===== src/rtl/seq_divider.sv =====
// seq_divider: iterative unsigned restoring divider, one quotient bit per clock.
// Optional DIV_ZERO_DETECT_EN: zero divisors are flagged and returned without iterating.
`timescale 1ns/1ps
module seq_divider #(
    parameter int WIDTH = 8
) (
    input  logic             clk,
    input  logic             rst_n,
    input  logic             in_valid,
    output logic             in_ready,
    input  logic [WIDTH-1:0] dividend,
    input  logic [WIDTH-1:0] divisor,
    output logic             out_valid,
    input  logic             out_ready,
    output logic [WIDTH-1:0] quotient,
    output logic [WIDTH-1:0] remainder,
    output logic             div_zero,
    output logic             busy
);
    localparam int CNT_W = $clog2(WIDTH + 1);

    typedef enum logic [1:0] {IDLE, BUSY, DONE} state_t;
    state_t state, state_nxt;

    logic [WIDTH:0]          rem;
    logic [WIDTH-1:0]        q;
    logic [WIDTH-1:0]        dvsr;
    logic [CNT_W-1:0]        cnt;
    logic                    dz;
    logic                    accept;
    logic                    last;
    logic                    zero_in;
    logic [WIDTH:0]          rem_sh;
    logic signed [WIDTH+1:0] diff;
    logic                    fits;
    logic [WIDTH:0]          rem_nxt;
    logic [WIDTH-1:0]        q_nxt;

    // Negative result means the shifted partial remainder is smaller than the divisor.
    function automatic logic signed [WIDTH+1:0] trial_sub(input logic [WIDTH:0]   r,
                                                          input logic [WIDTH-1:0] d);
        logic signed [WIDTH+1:0] a;
        logic signed [WIDTH+1:0] b;
        a = signed'({1'b0, r});
        b = signed'({2'b00, d});
        return a - b;
    endfunction

`ifdef DIV_ZERO_DETECT_EN
    assign zero_in = (divisor == '0);
`else
    assign zero_in = 1'b0;
`endif

    assign accept = (state == IDLE) && in_valid;
    assign last   = (state == BUSY) && (cnt == CNT_W'(1));

    assign rem_sh = {rem[WIDTH-1:0], q[WIDTH-1]};
    assign diff   = trial_sub(rem_sh, dvsr);
    assign fits   = ~diff[WIDTH+1];

    // A flagged zero divisor already holds its final result, so the one BUSY cycle leaves it untouched.
    always_comb begin
        rem_nxt = rem;
        q_nxt   = q;
        if (!dz) begin
            rem_nxt = fits ? diff[WIDTH:0] : rem_sh;
            q_nxt   = {q[WIDTH-2:0], fits};
        end
    end

    always_ff @(posedge clk or negedge rst_n) begin
        if (!rst_n) state <= IDLE;
        else        state <= state_nxt;
    end

    always_comb begin
        state_nxt = state;
        in_ready  = 1'b0;
        out_valid = 1'b0;
        busy      = 1'b0;
        case (state)
            IDLE: begin
                in_ready = 1'b1;
                if (in_valid) state_nxt = BUSY;
            end
            BUSY: begin
                busy = 1'b1;
                if (cnt == CNT_W'(1)) state_nxt = DONE;
            end
            DONE: begin
                busy      = 1'b1;
                out_valid = 1'b1;
                if (out_ready) state_nxt = IDLE;
            end
            default: state_nxt = IDLE;
        endcase
    end

    always_ff @(posedge clk or negedge rst_n) begin
        if (!rst_n) begin
            rem       <= '0;
            q         <= '0;
            dvsr      <= '0;
            cnt       <= '0;
            dz        <= 1'b0;
            quotient  <= '0;
            remainder <= '0;
            div_zero  <= 1'b0;
        end else if (accept) begin
            dvsr     <= divisor;
            dz       <= zero_in;
            div_zero <= 1'b0;
            if (zero_in) begin
                rem <= {1'b0, dividend};
                q   <= '1;
                cnt <= CNT_W'(1);
            end else begin
                rem <= '0;
                q   <= dividend;
                cnt <= CNT_W'(WIDTH);
            end
        end else if (state == BUSY) begin
            rem <= rem_nxt;
            q   <= q_nxt;
            cnt <= cnt - CNT_W'(1);
            if (last) begin
                quotient  <= q_nxt;
                remainder <= rem_nxt[WIDTH-1:0];
                div_zero  <= dz;
            end
        end
    end

endmodule


===== config.mk =====
export PLATFORM = sky130hd
export DESIGN_NAME = seq_divider
export DESIGN_NICKNAME = d
export VERILOG_FILES = /design/src/rtl/seq_divider.sv
export SDC_FILE = /design/constraint.sdc
export NUM_CORES = 1
export LEC_CHECK = 0
export ABC_CLOCK_PERIOD_IN_PS = 2700
export BUFFER_PORTS_ARGS = -buffer_cell sky130_fd_sc_hd__buf_2
export CAP_MARGIN = 20
export CORE_UTILIZATION = 25
export DETAILED_ROUTE_END_ITERATION = 16
export MAX_ROUTING_LAYER = met4
export PLACE_DENSITY = 0.52
export SYNTH_ARGS = -nofsm -noshare
export SYNTH_HDL_FRONTEND = slang
export SYNTH_SLANG_ARGS = --single-unit

===== constraint.sdc =====
create_clock -name clk -period 2.7 [get_ports clk]
set_clock_uncertainty 0.05 [all_clocks]
set_input_delay 0.54 -clock clk [delete_from_list [all_inputs] [get_ports clk]]
set_output_delay 0.54 -clock clk [all_outputs]
set_load 0.02 [all_outputs]

After elaboration in Yosys (flattened, before gate mapping):

Cells that the tools add are included.

* add/subtract/negate cells: 2
* equality and inequality tests: 6
* multiplexer cells: 17
* bitwise operators: 2
* reductions and logical operators: 9

Operators with widths (count)
* 8-bit two-way mux: 5
* 9-bit by 8-bit subtractor with 10-bit output: 1
* 4-bit two-way mux: 2
* 1-bit two-way mux: 6
* 2-bit two-way mux: 3
* 2-bit one-hot mux with 3 select lines: 1
* 3-bit AND reduction: 2
* 4-bit by 1-bit equality test with 1-bit output, second input constant: 1
* 2-bit != test, second input constant: 2
* 2-bit nonzero test: 2
* 4-bit by 1-bit subtractor with 4-bit output, second input constant: 1
* 2-bit by 1-bit equality test with 1-bit output, second input constant: 1
* 2-bit equality test, second input constant: 1
* 1-bit logical AND: 2
* 2-bit logical NOT: 1
* 2-bit by 1-bit != test with 1-bit output, second input constant: 1
* 1-bit inverter: 2
* 2-bit AND reduction: 1
* 2-bit OR reduction: 1

* flip-flop bits (word level): 47
* output and inout bits: 20

Longest topological paths before layout:

Gate-level depths: netlist (run 1).

* word-level depth: 5
* depth in mapped cells: 9
* gate-level depth less buffers: 9

Worst setup path before layout (run 1):

Ideal clock, no wire load.

* path kind: flip-flop to flip-flop
* start: register q[7]
* end: register rem[6]
* library setup time: 82 ps
* arrival: 1954 ps
* required time: 2568 ps
* slack: 614 ps
* cell stages (with the launch flop): 10
* period minus slack after synthesis: 2086 ps
* cells stage by stage: dfrtp_1 -> inv_1 -> ha_1 -> inv_1 -> fa_1 -> a211o_1 -> a2111oi_0 -> nand3b_1 -> o21ai_1 -> a31oi_1

* cells in the longest elaborated chain, start to end: 4

RTL lines
* start, declared: RTL line 26 `logic [WIDTH-1:0] q;`
* start signal, assigned: RTL line 120 `q <= dividend;`
* start signal, assigned: RTL line 125 `q <= q_nxt;`
* 9-bit by 8-bit subtractor with 10-bit output: RTL line 46 `return a - b;`
* 8-bit two-way mux: RTL line 67 `rem_nxt = fits ? diff[WIDTH:0] : rem_sh;`
* 8-bit two-way mux: RTL line 123 `end else if (state == BUSY) begin`
* 8-bit two-way mux: RTL line 110 `end else if (accept) begin`
* end signal, assigned: RTL line 115 `rem <= {1'b0, dividend};`
* end signal, assigned: RTL line 124 `rem <= rem_nxt;`
* end, declared: RTL line 25 `logic [WIDTH:0] rem;`

No other way between the ends. The select of a mux whose other input is x is not followed.
A chain may end at the register's enable or synchronous reset.

Worst setup path in the final report (run 1):

Ends and elaborated chain as after synthesis.

==> results.yml, run 1 <==
sta:
  worstMarginPinSlew_ns: 0.5850
  fin_ws_ns: 0.3530
  setup_viol: 0
  hold_violations: 0
  tns_ns: 0
  relSlewSlack: 0.6100
  layout_worst_path_cycle_share: 0.8693
  holdWs_ns: 0.1727
  fin_crit_ns: 2.347
  drv_slew: 0
  rsz0062_at_grt: "no"
  max_freq_ghz: 0.4261
routing:
  via_count: 2013
  ant_nets: 0
  firstDrtPassIters: 4
  wl_per_cell_um: 13.82
  drtIter0Drc: 81
  wirelength_um: 5969
  post_drt_via_cell_ratio: 4.660
  route.detailed.drc: 0
layout:
  area_growth_pct: 17.55
  fin_cells: 432
  drive_gt1_frac: 0.2310
  nNetsFinal: 336
  num_antenna_cells: 0
  fill_cells: 1002
  regArea_um2: 1151
  multiInputGateArea_um2: 1200
setup_path:
  worstPathArrival_ns: 2.52
  cp.required_ns: 2.87
  crit_top_cell: "inv_1"
  slowest_stage: "fa_1"
  timing.reg2reg.setup_slack_ns: 0.35
  reg2reg_from: "q[7]"
  cpPeakStageDelay_ns: 0.41
  critical_path_class: "register to register"
  worstSetupStartpointType: "register"
  worstPathMaxFanout: 3
  endpoint_kind: "register"
  worstRegToRegCells: 9
  path_cells: "inv_1, ha_1, inv_1, fa_1, a211o_1, a2111oi_0, nand3b_1, o21ai_1, a31oi_1"
  r2r-end: "rem[6]"
place:
  dp.final_hpwl_um: 4249
  dp.cells: 424
  portBuffers: 38
  dpl_worst_slack_ns: 0.4161
  place_congestion: 0.8577
die:
  die-height_um: 101.6
  initial_core_util: 0.2635
  ios: 40
  core-area_um2: 9415
  die_x_um: 101.6
  die_area_um2: 10330
  rows: 35
clocking:
  numCtsBuffers: 5
  post-cts-setup-buffers: 0
  clkTransAtPathRegs_ns: 0.09
  cts-resized-gates: 0
  cts_hold_buf: 0
  cts_sinks: 46
  cts_tree: "built"
  cts_buffer_depth: 2
  cts_root_buffer: "clkbuf_8"
  htreeDepth: 2
  clk_latency_ns: 0.31
grt:
  grt_max_degree: 36
  antenna_found_initial: 0
  grt_pass1_wl_um: 9873
  overflow: 0
  grtUsageTotal: 0.1300
  grt_pass1_vias: 1946
synth:
  synth_top_area_cell: "dfrtp_1"
  syn_nets: 297
  ys_top_cells_by_area: "dfrtp_1 46%, nand2_1 7.4%, ha_1 6.6%"
  ys_seq_area_frac: 0.4639
  synth_edf_count: 0
  yosys-top-cells-count: "49 x nand2_1, 46 x dfrtp_1, 26 x o21ai_0"
  synthCells: 263
  synth_area_um2: 2481
  synthFlopType: "dfrtp_1"
  synth_warnings: 0
  synthDominantCellAreaShare: 0.4639
  synth_cell_types: 54
  synth_most_common_cell: "nand2_1"
  ys_seq_elements: 46
  synth-async-reset-ratio: 1.000
  syn_avg_cell_area_um2: 9.434
pwr:
  powerDensity_nw_per_um2: 1325
  peakVddDrop_uv: 532.0
  power.leakage_nw: 1.383
  p_total_mw: 3.865
run_status:
  status: "finished, final reports clean"
hold_path:
  hold_path.class: "input pin to asynchronous set/reset pin"
flow_run:
  drv_cap: 0
## kinds of logic after synthesis
family / after synthesis / share of synthesized area
simple gates: 90 / 0.1745
compound gates: 68 / 0.1836
flops: 46 / 0.4639
buf+inv: 31 / 0.05245
fa+ha+maj: 14 / 0.07363
mux: 8 / 0.03278
xor+xnor: 5 / 0.01765
other cells: 1 / 0.001511
## layer usage
layer,global-route usage,vias to the layer above,routed length [um]
li1,-,995,-
met1,0.1738,979,3002
met2,0.1944,33,2705
met3,0.02830,6,193
met4,0.04236,0,67
met5,-,-,0
## cells in the final DEF (no fill, tap or decap), types with 2 or more instances in the layout
cell type  netlist  final
nand2_1         49     49
dfrtp_1         46     46
buf_2            2     38
o21ai_0         26     26
inv_1           16     16
nor2_1          13     13
ha_1            13     13
a31oi_1         12     12
buf_4            1      9
mux2i_1          7      7
nand3_1          5      5
clkbuf_8         0      5
xnor2_1          4      4
a21oi_1          4      4
a21o_1           3      3
o21a_1           3      3
nor3b_1          3      3
o221ai_1         3      3
nand4_1          3      3
nand3_2          3      3
and2_1           2      2
nand3b_1         2      2
o21ai_2          2      2
## state kept, by name (all words and copies together), names as in the netlist
register   count
dvsr           8
q              8
quotient       8
rem            8
remainder      8
cnt            4
state          2
## worst max-delay path: cells and delay by family (launching register included)
family | cells | cell delay (ns)
flops | 1 | 0.40
simple gates | 1 | 0.15
buf+inv | 2 | 0.12
fa+ha+maj | 2 | 0.60
compound gates | 4 | 0.95
## report_power, final
| part | leakage, nW | internal (mW) | switching (mW) | total [mW] |
|---|---|---|---|---|
| combinational | 0.755 | 0.895 | 1.34 | 2.24 |
| clock | 0.0452 | 0.183 | 0.246 | 0.429 |
| sequential | 0.583 | 0.999 | 0.197 | 1.20 |
| total | 1.38 | 2.08 | 1.79 | 3.87 |
## layout make-up
class / count / share of cell area
clock buffers: 6 / 0.02488
repair buffers: 47 / 0.08837
multi-input cells: 186 / 0.4114
inverters: 16 / 0.02059
clock inverters: 2 / 0.004719
flip-flops and latches: 46 / 0.3947
well taps: 129 / 0.05534
## per-stage QoR
stage | utilization | cell area [um^2]
2_1_floorplan | - | 2481
3_3_place_gp | 0.3006 | 2830
3_5_place_dp | 0.3006 | 2830
4_1_cts | 0.3098 | 2917
5_1_grt | 0.3098 | 2917
6_report | 0.3098 | 2917
## worst max-delay path by stage
| stage | startpoint | to | slack, ns | cells past startpoint |
|---|---|---|---|---|
| floorplan | q[7] | rem[6] | 0.61 | 9 |
| global placement | q[7] | remainder[6] | 0.48 | 9 |
| detailed placement | q[7] | remainder[6] | 0.42 | 9 |
| CTS | q[7] | rem[6] | 0.37 | 9 |
| global route | q[7] | remainder[6] | 0.18 | 9 |
| finish | q[7] | rem[6] | 0.35 | 9 |
Note: power is estimated with default switching activity, not from simulation.
==> inputs of run 2 (changes only) <==
--- a/config.mk
+++ b/config.mk
@@ -8,6 +8,7 @@
 export ABC_CLOCK_PERIOD_IN_PS = 2700
 export BUFFER_PORTS_ARGS = -buffer_cell sky130_fd_sc_hd__buf_2
 export CAP_MARGIN = 20
+export CORE_MARGIN = 4
 export CORE_UTILIZATION = 25
 export DETAILED_ROUTE_END_ITERATION = 16
 export MAX_ROUTING_LAYER = met4
==> run 2 against run 1 <==
  * Fmax rose by 3.6%
  * Power rose by 2.7%
  * Clock-buffer cell count down 1
  * Via count decreased by 0.79%
  * Sequential share of layout area is 0.42 points lower
  * Non-clock buffer count unchanged
  * Sequential cell count unchanged
  * Worst setup slack gained 0.082 ns
  * Cell count increased by 0.93%
  * Highest routed layer unchanged
==> results.yml, run 2 (synthesis gave the netlist of run 1 again) <==
grt:
  antenna_found_initial: 0
  grt_pass1_vias: 1903
  grtUsageTotal: 0.1104
  grt_max_degree: 47
  grt_pass1_wl_um: 9770
  overflow: 0
layout:
  final_common_cell: "nand2_1"
  regArea_um2: 1151
  fin_cells: 436
  layout_common_cells: "49 x nand2_1, 46 x dfrtp_1, 38 x buf_2"
  num_antenna_cells: 0
  final_area_um2: 2948
  nNetsFinal: 336
  fill_cells: 1072
  multiInputGateArea_um2: 1200
  drive_gt1_frac: 0.2343
  area_growth_pct: 18.81
pwr:
  comb_power_share: 0.560
  power.leakage_nw: 1.397
  p_total_mw: 3.972
  p_sw_frac: 0.4532
  intPower_mw: 2.172
  p_seq_frac: 0.304
  peakVddDrop_uv: 504.9
  switchingPower_mw: 1.800
  clkPwrFrac: 0.136
  powerDensity_nw_per_um2: 1347
place:
  placed_cell_area_um2: 2835
  dp.cells: 428
  portBuffers: 38
  dp.final_hpwl_um: 4294
  place_congestion: 0.7967
  dpl_worst_slack_ns: 0.4271
setup_path:
  critical_path_class: "register to register"
  worstRegToRegCells: 9
  worstSetupStartpointType: "register"
  endpoint_kind: "register"
  cp.required_ns: 2.88
  worstPathMaxFanout: 3
  worstPathArrival_ns: 2.44
clocking:
  post-cts-setup-buffers: 0
  cts_root_buffer: "clkbuf_8"
  clkTransAtPathRegs_ns: 0.10
  numCtsBuffers: 5
  cts-resized-gates: 0
  cts_hold_buf: 0
  cts_buffer_depth: 2
  htreeDepth: 2
  cts_sinks: 46
  cts_tree: "built"
  clk_latency_ns: 0.31
die:
  die_area_um2: 11580
  die_x_um: 107.6
  initial_core_util: 0.2550
  rows: 36
  die-height_um: 107.6
  ios: 40
  core-area_um2: 9729
sta:
  fin_ws_ns: 0.4353
  hold_violations: 0
  layout_worst_path_cycle_share: 0.8388
  max_freq_ghz: 0.4416
  relSlewSlack: 0.6017
  drv_slew: 0
  rsz0062_at_grt: "no"
  setup_viol: 0
  fin_crit_ns: 2.265
  tns_ns: 0
  worstMarginPinSlew_ns: 0.5974
routing:
  firstDrtPassIters: 4
  via_count: 1997
  wirelength_um: 6007
  drtIter0Drc: 97
  wl_per_cell_um: 13.78
  post_drt_via_cell_ratio: 4.580
  route.detailed.drc: 0
  ant_nets: 0
hold_path:
  hold_path.class: "input pin to asynchronous set/reset pin"
flow_run:
  drv_cap: 0
run_status:
  status: "finished, final reports clean"
run 2: changes by cell type in the layout (fill, tap and decap cells not counted), sizes merged:
cell | previous run | this run
bufinv | 0 | 1
clkbuf | 6 | 5
clkinv | 2 | 1
inv | 16 | 17
run 2: worst max-delay path, cell delays in order (launching register included):
cell	delay (ns)
dfrtp_1	0.40
inv_1	0.06
ha_1	0.17
inv_1	0.06
fa_1	0.39
a211o_1	0.30
a2111oi_0	0.35
nand3b_1	0.16
o21ai_1	0.08
a31oi_1	0.18
run 2: power groups by stage:
stage	sequential [mW]	clock (mW)	combinational, mW
after floorplan	1.29	0	1.60
after global placement	1.22	0	2.19
after detailed placement	1.23	0	2.24
after CTS	1.21	0.556	2.25
after global routing	1.25	0.581	2.49
final	1.21	0.541	2.22
run 2: metrics by stage:
stage	hold WS [ns]	utilization
after floorplan	0.1944	-
after global placement	0.4079	0.2914
after detailed placement	0.4120	0.2914
after CTS	0.2932	0.3030
after global routing	0.3218	0.3030
final	0.2617	0.3030
run 2: area by class of cell:
cell class                 count  area share
multi-input combinational    186      0.4070
sequential                    46      0.3905
timing repair buffer          47     0.08744
tap                          133     0.05645
clock buffer                   5     0.02334
inverter                      16     0.02037
clock inverter                 3     0.01486
run 2: path summary, 6_finish.rpt:
path / from / endpoint / slack, ns
max: q[7] / rem[6] / 0.44
min: rst_n / dvsr[3] / 0.26
max reg2reg: q[7] / rem[6] / 0.44
min reg2reg: quotient[4] / quotient[4] / 0.43
max in group asynchronous: rst_n / rem[5] / 1.93
min in group clk: divisor[0] / dvsr[0] / 0.37
run 2: routing by layer:
| layer | track usage | wire length, um | vias to the layer above |
|---|---|---|---|
| met3 | 0.02340 | 187 | 5 |
| met1 | 0.1466 | 2982 | 970 |
| li1 | - | - | 991 |
| met5 | - | 0 | - |
| met2 | 0.1732 | 2774 | 31 |
| met4 | 0.02705 | 63 | 0 |
